File: src/rtl/batch_sample_sched.sv
// batch_sample_sched
// Address and phase scheduler for the batch fixed-point filter.
// The sample RAM is split into four rotating sectors of DSD words each.
// One sector is written while the three older ones are read:
//   lookahead (newest complete sector, read backwards),
//   backward recursion (next older, read backwards),
//   forward recursion (oldest, read forwards).
// The result RAMs are double-buffered by a single bank bit.
// All addresses are pure decodes of the pointer registers, so the
// addresses for a word are present in the same cycle as its in_valid.

module batch_sample_sched #(
    parameter  int depth  = 220,
    parameter  int DSR    = 12,
    localparam int DSD    = (depth + DSR - 1) / DSR,
    localparam int ADDR_W = $clog2(4 * DSD),
    localparam int RES_W  = $clog2(2 * DSD)
) (
    input  logic              clk,
    input  logic              rst,
    input  logic              in_valid,
    input  logic              flush,
    output logic              sampleWrite,
    output logic [ADDR_W-1:0] sampleAddrIn,
    output logic [ADDR_W-1:0] sampleAddrOut1,
    output logic [ADDR_W-1:0] sampleAddrOut2,
    output logic [ADDR_W-1:0] sampleAddrOut3,
    output logic              resWriteB,
    output logic              resWriteF,
    output logic [RES_W-1:0]  resAddrInB,
    output logic [RES_W-1:0]  resAddrInF,
    output logic [RES_W-1:0]  resAddrOutB,
    output logic [RES_W-1:0]  resAddrOutF,
    output logic              batchStart,
    output logic              valid
);

    // Width of the in-sector word counter (at least one bit).
    localparam int CNT_W = (DSD > 1) ? $clog2(DSD) : 1;

    localparam logic [CNT_W-1:0]  CNT_LAST  = CNT_W'(DSD - 1);
    localparam logic [ADDR_W-1:0] DSD_ADDR  = ADDR_W'(DSD);
    localparam logic [RES_W-1:0]  DSD_RES   = RES_W'(DSD);
    localparam logic [2:0]        SEC_FULL  = 3'd4;
    localparam logic [2:0]        SEC_CALC  = 3'd3;

    // Warm-up phases: FILL until three sectors are stored, CALC while the
    // first backward pass runs, RUN once the filter output is meaningful.
    typedef enum logic [1:0] {
        FILL = 2'd0,
        CALC = 2'd1,
        RUN  = 2'd2
    } phase_t;

    logic [CNT_W-1:0] r_cnt;
    logic [1:0]       r_wrSec;
    logic             r_bank;
    phase_t           r_phase;
    logic [2:0]       r_secDone;
    logic             r_valid;
    logic             r_batchStart;

    logic [CNT_W-1:0] w_cntNext;
    logic [1:0]       w_wrSecNext;
    logic             w_bankNext;
    phase_t           w_phaseNext;
    logic [2:0]       w_secDoneNext;

    logic             w_advance;
    logic             w_wrap;

    logic [1:0]        w_secLook;
    logic [1:0]        w_secBack;
    logic [1:0]        w_secFwd;
    logic [ADDR_W-1:0] w_cntUp;
    logic [ADDR_W-1:0] w_cntDown;
    logic [RES_W-1:0]  w_resCntUp;
    logic [RES_W-1:0]  w_resCntDown;
    logic [RES_W-1:0]  w_resBaseWr;
    logic [RES_W-1:0]  w_resBaseRd;

    // Base address of a sector inside the sample RAM.
    function automatic logic [ADDR_W-1:0] secBase(input logic [1:0] sec);
        return ADDR_W'(sec) * DSD_ADDR;
    endfunction

    // A new word is accepted only when no flush is pending; the sector
    // wraps on the last word of the current sector.
    assign w_advance = in_valid & ~flush;
    assign w_wrap    = w_advance & (r_cnt == CNT_LAST);

    // Pointer next-state: flush clears everything, an accepted word
    // steps the counter and rolls sector, bank and completion count at wrap.
    always_comb begin
        w_cntNext     = r_cnt;
        w_wrSecNext   = r_wrSec;
        w_bankNext    = r_bank;
        w_secDoneNext = r_secDone;
        if (flush) begin
            w_cntNext     = '0;
            w_wrSecNext   = '0;
            w_bankNext    = 1'b0;
            w_secDoneNext = '0;
        end else if (w_advance) begin
            if (w_wrap) begin
                w_cntNext   = '0;
                w_wrSecNext = r_wrSec + 2'd1;
                w_bankNext  = ~r_bank;
                if (r_secDone != SEC_FULL) begin
                    w_secDoneNext = r_secDone + 3'd1;
                end
            end else begin
                w_cntNext = r_cnt + CNT_W'(1);
            end
        end
    end

    // Phase next-state follows the completion count on the same edge it
    // changes, so the phase is already updated for the following word.
    always_comb begin
        w_phaseNext = r_phase;
        if (flush) begin
            w_phaseNext = FILL;
        end else begin
            case (r_phase)
                FILL: if (w_secDoneNext >= SEC_CALC) w_phaseNext = CALC;
                CALC: if (w_secDoneNext == SEC_FULL) w_phaseNext = RUN;
                RUN:  w_phaseNext = RUN;
                default: w_phaseNext = FILL;
            endcase
        end
    end

    // Pointer and phase registers with asynchronous active-low reset.
    always_ff @(posedge clk or negedge rst) begin
        if (!rst) begin
            r_cnt     <= '0;
            r_wrSec   <= '0;
            r_bank    <= 1'b0;
            r_secDone <= '0;
            r_phase   <= FILL;
        end else begin
            r_cnt     <= w_cntNext;
            r_wrSec   <= w_wrSecNext;
            r_bank    <= w_bankNext;
            r_secDone <= w_secDoneNext;
            r_phase   <= w_phaseNext;
        end
    end

    // Registered status: valid trails RUN by one cycle, batchStart marks
    // the cycle right after a sector wrap.
    always_ff @(posedge clk or negedge rst) begin
        if (!rst) begin
            r_valid      <= 1'b0;
            r_batchStart <= 1'b0;
        end else begin
            r_valid      <= ~flush & (r_phase == RUN);
            r_batchStart <= w_wrap;
        end
    end

    // Reader sectors trail the writer by one, two and three sectors;
    // the two-bit arithmetic gives the modulo-4 rotation for free.
    assign w_secLook = r_wrSec - 2'd1;
    assign w_secBack = r_wrSec - 2'd2;
    assign w_secFwd  = r_wrSec - 2'd3;

    assign w_cntUp      = ADDR_W'(r_cnt);
    assign w_cntDown    = ADDR_W'(CNT_LAST - r_cnt);
    assign w_resCntUp   = RES_W'(r_cnt);
    assign w_resCntDown = RES_W'(CNT_LAST - r_cnt);

    // Writer uses the current bank; readers use the other one.
    assign w_resBaseWr = r_bank ? DSD_RES : '0;
    assign w_resBaseRd = r_bank ? '0 : DSD_RES;

    assign sampleWrite    = w_advance;
    assign sampleAddrIn   = secBase(r_wrSec)   + w_cntUp;
    assign sampleAddrOut1 = secBase(w_secLook) + w_cntDown;
    assign sampleAddrOut2 = secBase(w_secBack) + w_cntDown;
    assign sampleAddrOut3 = secBase(w_secFwd)  + w_cntUp;

    assign resWriteB   = w_advance & (r_phase != FILL);
    assign resWriteF   = w_advance & (r_phase != FILL);
    assign resAddrInB  = w_resBaseWr + w_resCntDown;
    assign resAddrInF  = w_resBaseWr + w_resCntUp;
    assign resAddrOutB = w_resBaseRd + w_resCntUp;
    assign resAddrOutF = w_resBaseRd + w_resCntUp;

    assign batchStart = r_batchStart;
    assign valid      = r_valid;

endmodule

File: config.mk
export PLATFORM = sky130hd
export DESIGN_NAME = batch_sample_sched
export DESIGN_NICKNAME = d
export VERILOG_FILES = /design/src/rtl/batch_sample_sched.sv
export SDC_FILE = /design/constraint.sdc
export NUM_CORES = 1
export LEC_CHECK = 0
export BUFFER_PORTS_ARGS = -buffer_cell sky130_fd_sc_hd__buf_2
export CAP_MARGIN = 15
export CORE_MARGIN = 2
export CORE_UTILIZATION = 45
export DETAILED_ROUTE_END_ITERATION = 12
export GPL_ROUTABILITY_DRIVEN = 0
export GPL_TIMING_DRIVEN = 0
export MAX_ROUTING_LAYER = met4
export PLACE_DENSITY_LB_ADDON = 0.12
export SYNTH_ARGS = -nofsm -noshare
export SYNTH_HDL_FRONTEND = slang
export SYNTH_SLANG_ARGS = --single-unit
File: constraint.sdc
create_clock -name clk -period 2.99 [get_ports clk]
set_clock_uncertainty 0.05 [all_clocks]
set_input_delay 0.299 -clock clk [delete_from_list [all_inputs] [get_ports clk]]
set_output_delay 0.299 -clock clk [all_outputs]
set_load 0.02 [all_outputs]
==> results.ini <==
[outcome]
status=finished, final reports clean

[placement]
post-dp-hpwl_um=3760
dp.cells=384
port-buffer-count=59

[logic_synthesis]
synth_ff_type=dfrtp_1
synth_nets=317
syn-mean-instance-area_um2=8.75
synth-simple-area-share_pct=11.5
ys_types=36
synth_mux_area_share_pct=0.886
netlist_top_cells_count=ha_1 (46), inv_1 (44), xnor2_1 (22)
synth_xor_area_share_pct=12.8
synth_most_common_cell=ha_1
async_flop_share_pct=100
synth_seq_cells=15
yosysTopAreaCell=ha_1
synth_area_um2=2260
synth_top_area_share_pct=25.5
synthAdderAreaFrac_pct=33.5
synth_edf_count=0
synthCells=258
synth_compound_area_share_pct=12.0
synth_top_family_by_area=adder cells
synth_seq_area_share_pct=16.6
synthTopCellsByArea=ha_1 (25%), dfrtp_1 (17%), xnor2_1 (8.5%)
synth_warnings=0

[sta]
tns_ns=0
period_share_pct=99.0
period_minus_slack_ns=2.96
fmax_mhz=338
rsz0062_at_grt=yes
hold_viol=0
slew_headroom_pct=64.0
drv_slew=0
finalSetupViolCount=0
worst_pin_slew_ns=0.540

[cts]
insertion_delay_ns=0.24
path_clk_slew_ns=0.06
cts_num_sinks=15
clockBufferDepth=2
cts_buffers=3
cts_tree=built
cts_root_buf=clkbuf_8
htree_levels=1

[die]
core_area_um2=4790
die_w_um=74.8
dieArea_um2=5600
start_util_pct=47.2
num_rows=25
die_h_um=74.8
boundaryPins=61

[detailed_routing]
vias=1914
via_per_inst=4.71
routed_wl_um=5020
drc_errors=0
ant_nets=0
drt_iter0_drc=43
post_drt_wl_per_cell_um=12.4
drtPass1Iterations=4

[worst_setup_path]
worstPathCellList=ha_4 -> fa_1 -> ha_2 -> inv_2 -> fa_2 -> inv_2 -> a21oi_2 -> nor2_2 -> xor2_1 -> buf_4
timing.rr.end=r_phase[1]$_DFFE_PN0P_
required_ns=2.64
start_kind=flop
cpMaxStageDelayCell=fa_1
criticalPathCategory=flop to primary output
cpMostUsedCell=inv_2
ff2ff_setup_slack_ns=0.59
end_kind=primary output
path_max_fanout=3
critPathBufInv=3
r2r_start=r_cnt[2]$_DFFE_PN0P_
max_stage_delay_ns=0.51
reg2reg_depth=8
critical-path-top-delay-family=adder cells
cp_data_arrival_time_ns=2.61

[min_path]
min_path_type=input pin to flop
hold_end=r_secDone[2]$_DFF_PN0_
hold_depth=2
min_from=flush

[pwr]
power_frac_comb_pct=42.1
p_sw_w=0.000229
power_w=0.000641
vdd_drop_max_v=0.000160
p_sw_share_pct=35.7
clkPwrFrac_pct=25.4
internal_power_w=0.000412
p_leak_nw=1.61
p_per_area_nw_per_um2=214
power_frac_seq_pct=32.5

[grt]
grtUsageTotal_pct=18.5
grt_pass1_vias=1796
grt_pass1_wl_um=8040
grt_max_degree=16
antenna_found_initial=0
grt_overflow=0

[cells_and_area]
fin_cells=406
nets=399
antenna_cells=0
drive_gt1_share_pct=38.1
area_growth_pct=32.7
fillers=446

[flow_run]
cap_violations=0

==> layer usage <==
metal  track usage [%]  share of wire (%)  routed length, um  up-vias
met3              1.20                2.6                132        2
li1                  -                  -                  -      991
met5                 -                  0                  0        -
met4              1.79               0.10                  5        0
met2              30.8                 50               2490       35
met1              25.8                 48               2380      886
==> worst max-delay path by stage <==
stage | startpoint | to | cells after the start
2_1_floorplan | r_cnt[1]$_DFFE_PN0P_ | sampleAddrOut2[5] | 9
3_3_place_gp | r_cnt[2]$_DFFE_PN0P_ | sampleAddrOut2[6] | 10
3_5_place_dp | r_cnt[2]$_DFFE_PN0P_ | sampleAddrOut2[6] | 10
4_1_cts | r_cnt[0]$_DFFE_PN0P_ | sampleAddrOut1[6] | 10
5_1_grt | r_cnt[1]$_DFFE_PN0P_ | sampleAddrOut2[5] | 10
6_report | r_cnt[1]$_DFFE_PN0P_ | sampleAddrOut2[5] | 10
==> metrics by stage <==
stage / setup slack, ns / instance area [um^2] / hold WS (ns) / utilization, %
5_1_grt: -0.0713 / 3000 / 0.318 / 62.6
6_report: 0.0308 / 3000 / 0.297 / 62.6
3_5_place_dp: -0.171 / 2640 / 0.175 / 55.1
4_1_cts: -0.00858 / 2810 / 0.297 / 58.6
3_3_place_gp: -0.157 / 2640 / 0.173 / 55.1
2_1_floorplan: 0.0971 / 2260 / -0.0466 / -
==> cells by family (layout without fill, tap and decap cells) <==
family | after synthesis | in the layout
buf+inv | 62 | 143
fa+ha+maj | 55 | 55
simple gates | 52 | 52
compound gates | 39 | 39
xor+xnor | 33 | 33
flops | 15 | 15
mux | 2 | 2
==> power groups by stage <==
stage	Sequential [W]	Combinational (W)	Clock, W
finish	0.000208	0.000270	0.000163
global route	0.000208	0.000297	0.000179
CTS	0.000208	0.000251	0.000166
detailed placement	0.000217	0.000231	0
global placement	0.000216	0.000229	0
floorplan	0.000214	0.000167	0
==> layout make-up <==
type	instances	area, um^2	share of cell area (%)
multi-input cells	181	1730	57.7
repair buffers	77	460	15.4
flip-flops and latches	15	382	12.7
inverters	44	168	5.59
plain buffers	18	129	4.30
well taps	67	83.8	2.80
clock buffers	4	45.0	1.50
==> state kept, by name, summed over array words and instances (netlist names) <==
name        flops
batchStart      1
r_bank          1
r_cnt           5
r_phase         2
r_secDone       3
r_wrSec         2
valid           1
==> timing repair <==
action                     CTS  global route
hold buffers                 1             0
hold endpoints to repair    15             0
gates resized for setup     19            34
setup endpoints to repair   15             6
pin swaps                    3            19
buffers inserted             8             9
==> cells in the final DEF, fill, tap and decap left out, types with 7 or more instances in the layout <==
cell type  Yosys  layout
nand2b_1       7       7
nor2_1        16      15
a21o_1         7       7
inv_1         44      37
xor2_1        11       9
buf_2          1      55
dfrtp_1       15      10
xnor2_1       22      21
ha_1          46      37
buf_4         12      30
a21oi_1       14      10
nand2_1        8       8
Note: power is estimated with default switching activity, not from simulation.
